$ cat src/rtl/btn_debounce_multi.sv
// N-channel button conditioner: 2-FF synchroniser, stability debounce, registered
// clean level, press/release pulses and a long-press / auto-repeat pulse per channel.
module btn_debounce_multi #(
    parameter int CHANNELS      = 4,
    parameter int STABLE_CYCLES = 16384,
    parameter int IDLE_LEVEL    = 0,
    parameter int LONG_CYCLES   = 1000000,
    parameter int REPEAT_EN     = 0,
    parameter int REPEAT_CYCLES = 200000
) (
    input  logic                clk,
    input  logic                rst,
    input  logic [CHANNELS-1:0] btnIn,
    output logic [CHANNELS-1:0] btnOut,
    output logic [CHANNELS-1:0] pressPulse,
    output logic [CHANNELS-1:0] releasePulse,
    output logic [CHANNELS-1:0] longPulse
);

    localparam int SW = $clog2(STABLE_CYCLES) + 1;
    localparam int LW = $clog2(LONG_CYCLES) + 1;
    localparam int RW = $clog2(REPEAT_CYCLES) + 1;
    localparam int HW = (LW > RW) ? LW : RW;

    localparam logic [SW-1:0] STABLE_LAST = SW'(STABLE_CYCLES - 1);
    localparam logic [HW-1:0] LONG_LAST   = HW'(LONG_CYCLES - 1);
    localparam logic [HW-1:0] REPEAT_LAST = HW'(REPEAT_CYCLES - 1);

    localparam logic                IDLE_BIT  = (IDLE_LEVEL != 0) ? 1'b1 : 1'b0;
    localparam logic [CHANNELS-1:0] IDLE_VEC  = {CHANNELS{IDLE_BIT}};
    localparam logic                REPEAT_ON = (REPEAT_EN != 0) ? 1'b1 : 1'b0;

    localparam logic [1:0] HS_IDLE      = 2'd0;
    localparam logic [1:0] HS_WAIT_LONG = 2'd1;
    localparam logic [1:0] HS_REPEAT    = 2'd2;
    localparam logic [1:0] HS_DONE      = 2'd3;

    logic [CHANNELS-1:0] sync1_r;
    logic [CHANNELS-1:0] sync2_r;
    logic [CHANNELS-1:0] btn_out_r;
    logic [CHANNELS-1:0] press_r;
    logic [CHANNELS-1:0] release_r;
    logic [CHANNELS-1:0] long_r;
    logic [SW-1:0]       stab_cnt_r   [CHANNELS];
    logic [HW-1:0]       hold_cnt_r   [CHANNELS];
    logic [1:0]          hold_state_r [CHANNELS];

    logic [CHANNELS-1:0] btn_out_s;
    logic [CHANNELS-1:0] accept_s;
    logic [CHANNELS-1:0] press_s;
    logic [CHANNELS-1:0] release_s;
    logic [CHANNELS-1:0] long_s;
    logic [SW-1:0]       stab_cnt_s   [CHANNELS];
    logic [HW-1:0]       hold_cnt_s   [CHANNELS];
    logic [1:0]          hold_state_s [CHANNELS];

    // Stability counter: accept the synchronised level after STABLE_CYCLES differing cycles
    always_comb begin
        btn_out_s = btn_out_r;
        accept_s  = {CHANNELS{1'b0}};
        for (int c = 0; c < CHANNELS; c++) begin
            stab_cnt_s[c] = {SW{1'b0}};
            if (sync2_r[c] == btn_out_r[c]) begin
                stab_cnt_s[c] = {SW{1'b0}};
            end else if (stab_cnt_r[c] == STABLE_LAST) begin
                btn_out_s[c] = sync2_r[c];
                accept_s[c]  = 1'b1;
            end else begin
                stab_cnt_s[c] = stab_cnt_r[c] + SW'(1'b1);
            end
        end
    end

    // Edge pulses and hold FSM; an acceptance always wins over a pending long pulse
    always_comb begin
        press_s   = {CHANNELS{1'b0}};
        release_s = {CHANNELS{1'b0}};
        long_s    = {CHANNELS{1'b0}};
        for (int c = 0; c < CHANNELS; c++) begin
            hold_cnt_s[c]   = hold_cnt_r[c];
            hold_state_s[c] = hold_state_r[c];
            if (accept_s[c] && (sync2_r[c] != IDLE_BIT)) begin
                press_s[c]      = 1'b1;
                hold_state_s[c] = HS_WAIT_LONG;
                hold_cnt_s[c]   = {HW{1'b0}};
            end else if (accept_s[c]) begin
                release_s[c]    = 1'b1;
                hold_state_s[c] = HS_IDLE;
                hold_cnt_s[c]   = {HW{1'b0}};
            end else if (btn_out_r[c] == IDLE_BIT) begin
                hold_state_s[c] = HS_IDLE;
                hold_cnt_s[c]   = {HW{1'b0}};
            end else begin
                case (hold_state_r[c])
                    HS_WAIT_LONG: begin
                        if (hold_cnt_r[c] == LONG_LAST) begin
                            long_s[c]       = 1'b1;
                            hold_cnt_s[c]   = {HW{1'b0}};
                            hold_state_s[c] = REPEAT_ON ? HS_REPEAT : HS_DONE;
                        end else begin
                            hold_cnt_s[c] = hold_cnt_r[c] + HW'(1'b1);
                        end
                    end
                    HS_REPEAT: begin
                        if (hold_cnt_r[c] == REPEAT_LAST) begin
                            long_s[c]     = 1'b1;
                            hold_cnt_s[c] = {HW{1'b0}};
                        end else begin
                            hold_cnt_s[c] = hold_cnt_r[c] + HW'(1'b1);
                        end
                    end
                    HS_DONE: begin
                        hold_cnt_s[c] = hold_cnt_r[c];
                    end
                    // Pressed while the FSM reads idle: park silently until release
                    default: begin
                        hold_state_s[c] = HS_DONE;
                        hold_cnt_s[c]   = {HW{1'b0}};
                    end
                endcase
            end
        end
    end

    // State registers with synchronous reset to the idle level
    always_ff @(posedge clk) begin
        if (rst) begin
            sync1_r   <= IDLE_VEC;
            sync2_r   <= IDLE_VEC;
            btn_out_r <= IDLE_VEC;
            press_r   <= {CHANNELS{1'b0}};
            release_r <= {CHANNELS{1'b0}};
            long_r    <= {CHANNELS{1'b0}};
            for (int c = 0; c < CHANNELS; c++) begin
                stab_cnt_r[c]   <= {SW{1'b0}};
                hold_cnt_r[c]   <= {HW{1'b0}};
                hold_state_r[c] <= HS_IDLE;
            end
        end else begin
            sync1_r   <= btnIn;
            sync2_r   <= sync1_r;
            btn_out_r <= btn_out_s;
            press_r   <= press_s;
            release_r <= release_s;
            long_r    <= long_s;
            for (int c = 0; c < CHANNELS; c++) begin
                stab_cnt_r[c]   <= stab_cnt_s[c];
                hold_cnt_r[c]   <= hold_cnt_s[c];
                hold_state_r[c] <= hold_state_s[c];
            end
        end
    end

    assign btnOut       = btn_out_r;
    assign pressPulse   = press_r;
    assign releasePulse = release_r;
    assign longPulse    = long_r;

endmodule

$ cat config.mk
export PLATFORM = sky130hd
export DESIGN_NAME = btn_debounce_multi
export DESIGN_NICKNAME = d
export VERILOG_FILES = /design/src/rtl/btn_debounce_multi.sv
export SDC_FILE = /design/constraint.sdc
export NUM_CORES = 1
export LEC_CHECK = 0
export CORE_MARGIN = 3
export CORE_UTILIZATION = 45
export DETAILED_ROUTE_END_ITERATION = 8
export SLEW_MARGIN = 20
export SYNTH_ARGS = -nofsm -noshare
export SYNTH_HDL_FRONTEND = slang
export SYNTH_SLANG_ARGS = --single-unit
$ cat constraint.sdc
create_clock -name clk -period 3.9 [get_ports clk]
set_clock_uncertainty 0.2 [all_clocks]
set_input_delay 0.39 -clock clk [delete_from_list [all_inputs] [get_ports clk]]
set_output_delay 0.39 -clock clk [all_outputs]
set_load 0.02 [all_outputs]
Yosys cells after proc, flatten, opt, wreduce, memory -nomap -nowiden
Memories as Yosys holds them, arrays and structs flattened.
Index checks and enable logic that the tools add are counted.
{ "word_totals": {"ff_bits": 24, "memories": 3, "out_inout_bits": 16, "wordCells": 189, "input_bits": 6, "mem_bits_rw": 152} }
{ "mem_list": {"columns": ["name", "words", "width", "read_ports", "rd_ports_with_merged_regs", "wr", "line_no", "rtl"], "rows": [
  ["hold_cnt_r", 4, 21, 4, 0, 4, "45", "logic [HW-1:0] hold_cnt_r [CHANNELS];"],
  ["stab_cnt_r", 4, 15, 4, 0, 4, "44", "logic [SW-1:0] stab_cnt_r [CHANNELS];"],
  ["hold_state_r", 4, 2, 4, 0, 4, "46", "logic [1:0] hold_state_r [CHANNELS];"]
]} }
{ "op_classes": {"add_sub_neg": 8, "eq_ne": 28, "bitwise": 20, "n_reduce_logical": 20, "n_mux": 95} }
{ "ops": {"columns": ["operator", "count"], "rows": [
  ["two-way mux 21 bit", 24],
  ["one-hot mux 21 bit (3 select lines)", 4],
  ["two-way mux 15 bit", 12],
  ["adder 21 x 1 -> 21 bit (second input constant)", 4],
  ["== test 21 x 18 -> 1 bit (second input constant)", 4],
  ["== test 21 x 20 -> 1 bit (second input constant)", 4],
  ["adder 15 x 1 -> 15 bit (second input constant)", 4],
  ["== test 15 x 14 -> 1 bit (second input constant)", 4],
  ["two-way mux 2 bit", 20],
  ["two-way mux 1 bit", 27],
  ["== test 2 bit (second input constant)", 8],
  ["one-hot mux 2 bit (2 select lines)", 4],
  ["OR reduction 2 bit", 8],
  ["OR reduction 4 bit", 4],
  ["bitwise OR 1 bit", 12],
  ["== test 2 x 1 -> 1 bit (second input constant)", 4],
  ["NOT 1 bit", 8],
  ["one-hot mux 1 bit (2 select lines)", 4],
  ["AND reduction 2 bit", 4],
  ["== test 1 bit", 4],
  ["logical AND 1 bit", 4]
]} }

Depth between registers and ports, before layout
Gate-level depths: netlist of the first run.
{ "logic_depth": {"depth_word": 7, "mapped_depth": 9, "depth_no_buf": 7} }

Worst setup path after synthesis of the first run
OpenSTA, ideal clock, no wires.
{ "synth_path": {"path_type": "flip-flop to flip-flop", "startpoint": "mem stab_cnt_r[3][0] in the netlist's numbering", "endpoint": "mem hold_cnt_r[3][5] in the netlist's numbering", "arrival_ps": 2000, "stages_incl_launch_ff": 10, "t_required_ps": 3575, "synth_period_minus_slack_ps": 2326, "setup_time_ps": 125, "n_path_buf": 2, "setup_slack_ps": 1574, "path_cell_list": "dfxtp_1 -> ha_1 -> and4_1 -> nand4_1 -> o41a_1 -> and2_1 -> clkbuf_1 -> buf_2 -> a21oi_1 -> o22ai_1"} }
{ "synth_lines": {"columns": ["element", "line_no"], "rows": [
  ["start: declaration", "44"],
  ["end: declaration", "45"]
]} }

==> results.txt, run 1 <==
----------------------------------------------------
[Routing]
  Routed wire length per instance ... around 13 µm
  Final ANT Viol Nets ... 0
  Post-DR vias/cell ... between 5 and 6
  Violation count after the first detailed-routing iteration ... 365
  Total Wirelength ... 15.5 mm
  Total number of vias ... 6549
  Remaining design rule violation count ... 0
  Drt first pass iters ... 7

[Clock network]
  Clock Path Buffers ... 2
  CTS tree ... yes
  Quantity of hold-fixing buffers added after cts ... 0
  Root buffer selected by CTS ... clkbuf_16
  Sinks on Clock Net ... ~180
  TritonCTS buffer count ... 17
  Total setup buffers inserted after CTS ... 0
  # resized after CTS ... 0
  Level count of the clock H-tree ... 4
  Worst-Skew Late Latency ... 0.43 ns
  Clock transition at path regs ... approximately 0.07 ns

[Timing]
  Max-Slew Margin vs Limit ... 0.487
  Final Max Slew Viols ... 0
  Setup Total Neg Slack ... 0 ns
  Share of the clock period used by the worst path ... 0.687
  Unrepaired setup endpoints after global routing ... false
  Shortest clock period the worst path allows after layout ... 2.68 ns
  Final Hold Viols ... 0
  Max frequency ... 373 MHz
  Final Setup Violations ... 0
  Pin slew with the least headroom to its limit ... 0.767 ns
  Minimum hold slack ... between 0.2 and 0.25 ns

[Logic synthesis]
  Gate count of the mapped netlist ... 964
  Leading cell type by number of instances after synthesis ... dfxtp_1
  Synthesized area per cell ... 8.55 µm²
  Cell taking the most area after synthesis ... dfxtp_1
  Total standard cell area after synthesis ... 8240 µm²
  Top area cells in the synthesized netlist ... dfxtp_1 43%, nor2_1 5.6%, nand2_1 5.1%
  List of most frequent post-synthesis cells ... 176 x dfxtp_1, 124 x nor2_1, 111 x nand2_1, 68 x nand3_1, 38 x xnor2_1
  Count of flip-flops with a built-in enable after synthesis ... 0
  Top_reg_cell synth ... dfxtp_1
  Synth unique cells ... 66
  Asr flop ratio synth ... 0
  Post-synth net total ... 990
  Yosys warning count ... 0
  Share of the synthesized area in the top cell type ... 0.428
  Post-synthesis sequential element count ... 176
  Sequential fraction of the synthesis area ... 0.428

[GRT]
  Total global routing track utilization ... 0.161
  First-pass GRT wire length ... 27.1 mm
  Global route total overflow ... 0
  Largest net degree at the start of global routing ... 24
  Number of global-route vias before repair ... 5880
  Initial antenna violation count ... 0

[Worst setup path]
  Critical setup path kind ... reg2reg
  Kind of start point of the critical path ... register
  R2r endpoint ... hold_cnt_r[3][13]
  Worst endpoint required time ... 4.02 ns
  CP Max Fanout ... 19
  R2R Path Start ... stab_cnt_r[3][0]
  Number of cells on the worst reg-to-reg path ... 7
  Data arrival time at the worst-slack endpoint ... 2.80 ns
  Crit end category ... register
  R2R Setup Slk ... approximately 1.2 ns

[Place]
  Routability congestion estimate ... 0.775
  Placed Cells incl. Taps ... 1189
  Port-buffer cells ... 21
  Detail Placement HPWL ... 10.6 mm

[Min path]
  Hold-critical path endpoint ... sync2_r[2]
  Launch point of the worst hold path ... sync1_r[2]
  Hold Crit Depth ... 1
  Min-delay worst type ... reg2reg

[Outcome]
  Status ... completed

[Cells and area]
  Fin cells ... 1221
  Finished Core Util ... 0.525
  Number of antenna repair diodes ... 0
  Fin nets ... 1009
  Post-synthesis to final-layout area growth ... 12.1%
  Fraction of final layout cells sized beyond drive strength 1 ... 0.0622

[Floorplanning]
  Standard-cell row count ... 48
  I/O pin cnt ... 22
  Die width ... approximately 140 µm
  Overall die height ... roughly 140 µm
  Placeable core area ... 17600 µm²
  Die footprint ... approximately 20000 µm²
  Starting density of the core ... 0.468

[Power]
  Final Power ... 3.53 mW
  Cell leakage power ... 3.01 nW
  Power density cells ... roughly 380 nW/µm²
  VDD IR-drop max ... 0.286 mV

[Job]
  Number of maximum-capacitance constraint violations ... 0

----------------------------------------------------
[metal layers]
layer	vias up	wire, µm	track usage
met4	0	174	0.0515
li1	3446	-	-
met3	13	407	0.0381
met2	69	6610	0.244
met1	3021	8310	0.227
met5	-	0	0
[cells in the final DEF (no fill, tap or decap), types with 10 or more instances in the layout]
| cell | n |
|---|---|
| inv_1 | 33 |
| xor2_1 | 33 |
| nor2b_1 | 10 |
| and3_1 | 28 |
| o21ai_0 | 37 |
| clkdlybuf4s50_1 | 21 |
| a21o_1 | 10 |
| or3_1 | 14 |
| mux2i_1 | 15 |
| ha_1 | 20 |
| clkbuf_16 | 17 |
| nand2b_1 | 10 |
| dfxtp_1 | 176 |
| nand2_1 | 111 |
| nand4_1 | 31 |
| nor2_1 | 124 |
| o311ai_0 | 12 |
| nand3_1 | 68 |
| nor3_1 | 19 |
| xnor2_1 | 38 |
| a21oi_1 | 34 |
[worst max path at each step]
| stage | slack (ns) | start | to | depth (start not counted) |
|---|---|---|---|---|
| 3_3_place_gp | 0.93 | rst | hold_cnt_r[1][5] | 7 |
| 4_1_cts | 1.23 | stab_cnt_r[3][0] | hold_cnt_r[3][13] | 7 |
| 2_1_floorplan | 1.57 | stab_cnt_r[3][0] | hold_cnt_r[3][5] | 9 |
| 5_1_grt | 1.03 | stab_cnt_r[3][0] | hold_cnt_r[3][13] | 8 |
| 3_5_place_dp | 0.87 | rst | hold_cnt_r[1][5] | 7 |
| 6_report | 1.22 | stab_cnt_r[3][0] | hold_cnt_r[3][13] | 7 |
[through the flow]
| step | instance area [µm²] | setup WS (ns) |
|---|---|---|
| floorplan | 8240 | 1.57 |
| global placement | 8640 | 0.934 |
| detailed placement | 8640 | 0.870 |
| CTS | 9240 | 1.23 |
| global route | 9240 | 1.03 |
| finish | 9240 | 1.22 |
[flip-flops by register name, summed over array words and instances (netlist names)]
name and count:
releasePulse 4, longPulse 4, hold_state_r 8, sync1_r 4
sync2_r 4, stab_cnt_r 60, hold_cnt_r 84, pressPulse 4
btnOut 4
[power by group]
group	leakage, nW	total [mW]	switching [mW]	internal [mW]
registers	1.42	1.81	0.00351	1.80
logic	1.31	0.0228	0.0129	0.00990
clock network	0.280	1.70	0.732	0.970
total	3.01	3.53	0.748	2.78
[layout make-up]
class	count	area (µm²)
Timing Repair Buffer	28	263
Clock buffer	18	439
Tap cell	225	282
Fill cell	1654	8360
Inverter	33	124
Sequential cell	176	3520
Clock inverter	14	156
Multi-Input combinational cell	727	4450
[critical path, stage by stage, from the launching register on]
cell and delay, ns:
dfxtp_1 0.38, ha_1 0.22, and4_1 0.24, nand4_1 0.25
o41a_1 0.40, and2_1 0.41, a21o_1 0.26, a22o_1 0.21
[kinds of logic after synthesis]
kind of cell	count (synthesis)	synth area share
DFF	176	0.428
muxes	15	0.0182
adders and majority gates	20	0.0304
and+or+nand+nor	473	0.288
xor gates and xnor gates	71	0.0755
buffers and inverters	61	0.0333
AOI/OAI and AO/OA	148	0.127
No activity file was read; power rests on OpenSTA's default activity.
==> inputs of run 2 (changes only) <==
clock period = 2.7 ns   (was 3.9 ns; I/O delays follow)
==> results.txt, run 2 (same netlist as run 1, synthesis figures left out) <==
----------------------------------------------------
[Cells and area]
  Max FFs per register ... 84
  Register with the highest flop count ... hold_cnt_r
  Total area of multi-input combinational cells ... 4490 µm²
  Most common cell after layout, fill and taps aside ... dfxtp_1
  Highest-count cells in the layout ignoring fill and taps ... 176 x dfxtp_1, 124 x nor2_1, 110 x nand2_1
  Non-Filler Cell Area, Final ... ~9600 µm²
  Fin nets ... roughly 1100
  Largest registers ... hold_cnt_r (84), stab_cnt_r (60), hold_state_r (8)
  Fill count ... ~1600
  Post-synthesis to final-layout area growth ... 16.9%
  Fraction of final layout cells sized beyond drive strength 1 ... 0.101
  Sequential cell area ... between 3000 and 4000 µm²
  Number of antenna repair diodes ... 0

[Outcome]
  Status ... completed

[Worst setup path]
  Crit end category ... register
  Worst endpoint required time ... 2.82 ns
  R2R Setup Slk ... around 0.22 ns
  CP Max Fanout ... 11
  R2R Path Start ... hold_cnt_r[3][12]
  Kind of start point of the critical path ... register
  Number of cells on the worst reg-to-reg path ... 7
  R2r endpoint ... hold_cnt_r[3][10]
  Data arrival time at the worst-slack endpoint ... roughly 2.6 ns
  Critical setup path kind ... reg2reg

[Routing]
  Total number of vias ... just under 7000
  Total Wirelength ... 16.0 mm
  Routed wire length per instance ... between 10 and 15 µm
  Post-DR vias/cell ... 5.34
  Remaining design rule violation count ... 0
  Drt first pass iters ... 4
  Final ANT Viol Nets ... 0
  Violation count after the first detailed-routing iteration ... 296

[Floorplanning]
  I/O pin cnt ... 22
  Placeable core area ... 17600 µm²
  Overall die height ... 141 µm
  Starting density of the core ... 0.468
  Die width ... ~140 µm
  Standard-cell row count ... 48
  Die footprint ... 20000 µm²

[Clock network]
  TritonCTS buffer count ... 17
  Level count of the clock H-tree ... 4
  Clock Path Buffers ... 2
  Quantity of hold-fixing buffers added after cts ... 0
  CTS tree ... yes
  Clock transition at path regs ... 0.07 ns
  Root buffer selected by CTS ... clkbuf_16
  Sinks on Clock Net ... 176
  Worst-Skew Late Latency ... approximately 0.42 ns

[Timing]
  Fin worst setup slack ... 0.218 ns
  Max frequency ... 403 MHz
  Share of the clock period used by the worst path ... 0.919
  Setup Total Neg Slack ... 0 ns
  Minimum hold slack ... 0.202 ns
  Pin slew with the least headroom to its limit ... 0.744 ns
  Max-Slew Margin vs Limit ... 0.502
  Shortest clock period the worst path allows after layout ... 2.48 ns
  Unrepaired setup endpoints after global routing ... false
  Final Hold Viols ... 0
  Final Max Slew Viols ... 0
  Final Setup Violations ... 0

[GRT]
  Global route total overflow ... 0
  Number of global-route vias before repair ... 6240
  Initial antenna violation count ... 0
  First-pass GRT wire length ... 28.4 mm
  Total global routing track utilization ... 0.167
  Largest net degree at the start of global routing ... 24

[Min path]
  Min-delay worst type ... in2reg
  Launch point of the worst hold path ... btnIn[1]
  Hold Crit Depth ... 2
  Hold-critical path endpoint ... sync1_r[1]

[Power]
  Cell leakage power ... 3.24 nW
  VDD IR-drop max ... 0.472 mV
  Power density cells ... between 500 and 600 nW/µm²

[Place]
  Cell area after placement ... 8940 µm²
  Routability congestion estimate ... around 0.84
  Port-buffer cells ... 21
  Setup slack after placement ... -0.187 ns
  Detail Placement HPWL ... 11.1 mm

[Job]
  Number of maximum-capacitance constraint violations ... 0

----------------------------------------------------
## run 2: cell types whose count changed in the layout (fill, tap and decap cells not counted), moves of 2 or more
cell	delta
inv_6	-4
buf_4	+40
clkbuf_1	+2
clkinv_4	-2
clkbuf_8	+4
a211oi_2	-3
a211oi_4	+3
## run 2: worst max path at each step
| stage | startpoint | end | slack [ns] |
|---|---|---|---|
| after floorplan | stab_cnt_r[3][0] | hold_cnt_r[3][5] | 0.37 |
| after global placement | rst | hold_cnt_r[3][16] | -0.13 |
| after detailed placement | rst | hold_cnt_r[3][16] | -0.19 |
| after CTS | stab_cnt_r[3][0] | hold_cnt_r[3][13] | 0.02 |
| after global routing | hold_cnt_r[1][0] | hold_cnt_r[1][14] | 0.01 |
| final | hold_cnt_r[3][12] | hold_cnt_r[3][10] | 0.22 |
## run 2: stage by stage
step,power [mW],std cells,util
after floorplan,2.69,964,-
after global placement,2.70,1227,0.508
after detailed placement,2.70,1227,0.508
after CTS,5.29,1259,0.545
after global routing,5.39,1262,0.547
final,5.21,1262,0.547
## run 2: per-layer routing
metal / wire [µm] / track usage
met1: 8510 / 0.236
met2: 6910 / 0.256
met3: 425 / 0.0337
met4: 194 / 0.0566
met5: 0 / 0
## run 2: repair_timing
item	4_1_cts	5_1_grt
endpoints found under the hold margin	0	0
buffers inserted	0	3
endpoints found under the setup margin	5	43
pin swaps	0	2
gates resized for setup	3	6
cloned	0	0
## run 2: layout make-up
| cell class | count | share of cell area |
|---|---|---|
| multi-input cells | 727 | 0.466 |
| flip-flops and latches | 176 | 0.366 |
| repair buffers | 69 | 0.0606 |
| clock buffers | 24 | 0.0521 |
| well taps | 225 | 0.0292 |
| clock inverters | 8 | 0.0131 |
| inverters | 33 | 0.0129 |
## run 2: where the power goes
group | internal, mW | leakage (nW) | switching, mW
clock network | 1.58 | 0.299 | 0.988
logic | 0.0163 | 1.52 | 0.0194
registers | 2.60 | 1.42 | 0.00535
total | 4.20 | 3.24 | 1.01
## run 2: critical path: stages, from the launching register on
cell      delay, ns
dfxtp_1        0.34
nor4_1         0.34
nand4_1        0.25
o41ai_2        0.52
a211oi_4       0.20
buf_4          0.20
a21o_1         0.15
a22o_1         0.17
==> inputs of run 3 (changes only) <==
REMOVE_ABC_BUFFERS = 1   (was default)
==> results.txt, run 3 (same netlist as run 1, synthesis figures left out) <==
----------------------------------------------------
[GRT]
  Global route total overflow ... 0
  Largest net degree at the start of global routing ... 24
  Number of global-route vias before repair ... between 6000 and 7000
  Initial antenna violation count ... 0
  Total global routing track utilization ... 0.171
  Met2 Resource Use GR ... 0.256
  First-pass GRT wire length ... slightly below 30 mm
  Met3 track utilization from global routing ... 0.0371
  Global routing usage on met1 ... 0.251
  Layer with the highest usage after global routing ... met2

[Place]
  Placed Cells incl. Taps ... between 1000 and 1500
  Routability congestion estimate ... 0.807
  Port-buffer cells ... 21
  Detail Placement HPWL ... 11.3 mm

[Routing]
  Total number of vias ... 6761
  Routed wire length per instance ... 13.0 µm
  Total Wirelength ... 16.4 mm
  Drt first pass iters ... 5
  Remaining design rule violation count ... 0
  Post-DR vias/cell ... 5.37
  Final ANT Viol Nets ... 0
  Violation count after the first detailed-routing iteration ... 409

[Worst setup path]
  Kind of start point of the critical path ... register
  Data arrival time at the worst-slack endpoint ... 2.64 ns
  Crit end category ... register
  Worst endpoint required time ... 2.82 ns
  Cell Chain, Critical Path ... ha_1, and2_1, nand4_1, o21ai_0, a211oi_2, buf_12, and3_1, a221o_1
  R2R Setup Slk ... 0.18 ns
  R2r endpoint ... hold_cnt_r[0][19]
  CP Launch Point ... hold_cnt_r[0][0]
  Critical path destination ... hold_cnt_r[0][19]
  Crit path largest cell delay ... 0.41 ns
  Number of cells on the worst reg-to-reg path ... 8
  Critical Path Slowest Stage Cell ... dfxtp_1
  CP Max Fanout ... 23
  R2R Path Start ... hold_cnt_r[0][0]
  Critical setup path kind ... reg2reg

[Cells and area]
  Highest-count cells in the layout ignoring fill and taps ... 176 x dfxtp_1, 124 x nor2_1, 109 x nand2_1
  Sequential cell area ... approximately 3500 µm²
  Largest registers ... hold_cnt_r (84), stab_cnt_r (60), hold_state_r (8)
  Fin nets ... 1048
  Register with the highest flop count ... hold_cnt_r
  Total area of multi-input combinational cells ... approximately 4500 µm²
  Fill count ... 1602
  Most common cell after layout, fill and taps aside ... dfxtp_1
  Max FFs per register ... 84
  Number of antenna repair diodes ... 0
  Post-synthesis to final-layout area growth ... 16.8%
  Fraction of final layout cells sized beyond drive strength 1 ... 0.0947
  Fin cells ... roughly 1300

[Power]
  Power density cells ... 544 nW/µm²
  Cell leakage power ... 3.24 nW
  Final Power ... ~5.2 mW
  VDD IR-drop max ... 0.491 mV

[Timing]
  Final Max Slew Viols ... 0
  Max frequency ... roughly 400 MHz
  Shortest clock period the worst path allows after layout ... 2.52 ns
  Max-Slew Margin vs Limit ... 0.523
  Final Hold Viols ... 0
  Unrepaired setup endpoints after global routing ... false
  Share of the clock period used by the worst path ... 0.934
  Minimum hold slack ... 0.202 ns
  Pin slew with the least headroom to its limit ... 0.714 ns
  Final Setup Violations ... 0

[Outcome]
  Status ... completed

[Clock network]
  Clock Path Buffers ... 2
  Clock transition at path regs ... 0.06 ns
  Level count of the clock H-tree ... 4
  CTS tree ... yes
  Quantity of hold-fixing buffers added after cts ... 0
  Root buffer selected by CTS ... clkbuf_16
  Worst-Skew Late Latency ... roughly 0.43 ns
  TritonCTS buffer count ... 17
  Sinks on Clock Net ... 176

[Job]
  Number of maximum-capacitance constraint violations ... 0

[Floorplanning]
  Placeable core area ... around 18000 µm²
  Overall die height ... ~140 µm
  Starting density of the core ... 0.468
  Standard-cell row count ... 48
  Die width ... 141 µm
  Die footprint ... around 20000 µm²
  I/O pin cnt ... 22

[Min path]
  Min-delay worst type ... in2reg

----------------------------------------------------
[run 3: changes by cell type in the layout (fill, tap and decap cells not counted), moves of 2 or more]
cell,delta
buf_4,-3
clkbuf_1,+5
clkbuf_8,-2
clkinvlp_4,-3
[run 3: metrics by stage]
step	util	area [µm²]	setup WS, ns	setup TNS [ns]
6_report	0.547	9630	0.179	0
3_3_place_gp	0.507	8930	-0.0790	-0.214
3_5_place_dp	0.508	8930	-0.0460	-0.0529
5_1_grt	0.547	9630	0.0129	0
2_1_floorplan	-	8090	-0.276	-3.65
4_1_cts	0.543	9560	0.0565	0
[run 3: power breakdown]
part,switching [mW],internal (mW)
logic,0.0196,0.0163
clock network,0.964,1.62
registers,0.00530,2.60
total,0.989,4.24
[run 3: worst max-delay path, delay by kind of cell, from the launching register on]
family | cells | cell delay, ns
fa+ha+maj | 1 | 0.27
simple gates | 3 | 0.56
flops | 1 | 0.41
compound gates | 3 | 0.78
buf+inv | 1 | 0.18
[run 3: per-layer routing]
| layer | vias up | part of all wire |
|---|---|---|
| li1 | 3533 | - |
| met1 | 3120 | 0.54 |
| met2 | 99 | 0.42 |
| met3 | 9 | 0.035 |
| met4 | 0 | 0.0088 |
| met5 | - | 0 |
[run 3: worst min-delay path by stage]
stage                          start          to  slack, ns  cells after the start
after global placement    sync1_r[2]  sync2_r[2]       0.22                      1
after global routing        btnIn[2]  sync1_r[2]       0.21                      2
after floorplan                  rst   btnOut[1]       0.14                      1
after detailed placement  sync1_r[3]  sync2_r[3]       0.23                      1
after CTS                   btnIn[3]  sync1_r[3]       0.19                      2
final                       btnIn[3]  sync1_r[3]       0.20                      2
[run 3: layout make-up]
type,instances,share of cell area
Multi-Input combinational cell,727,0.467
Sequential cell,176,0.366
Timing Repair Buffer,67,0.0603
Clock buffer,27,0.0512
Tap cell,225,0.0292
Clock inverter,5,0.0130
Inverter,33,0.0129
[run 3: what timing repair did]
action,4_1_cts,5_1_grt
buffers inserted,0,3
pin swaps,0,1
resized for setup,1,6
hold endpoints to repair,0,0
endpoints found under the setup margin,5,36
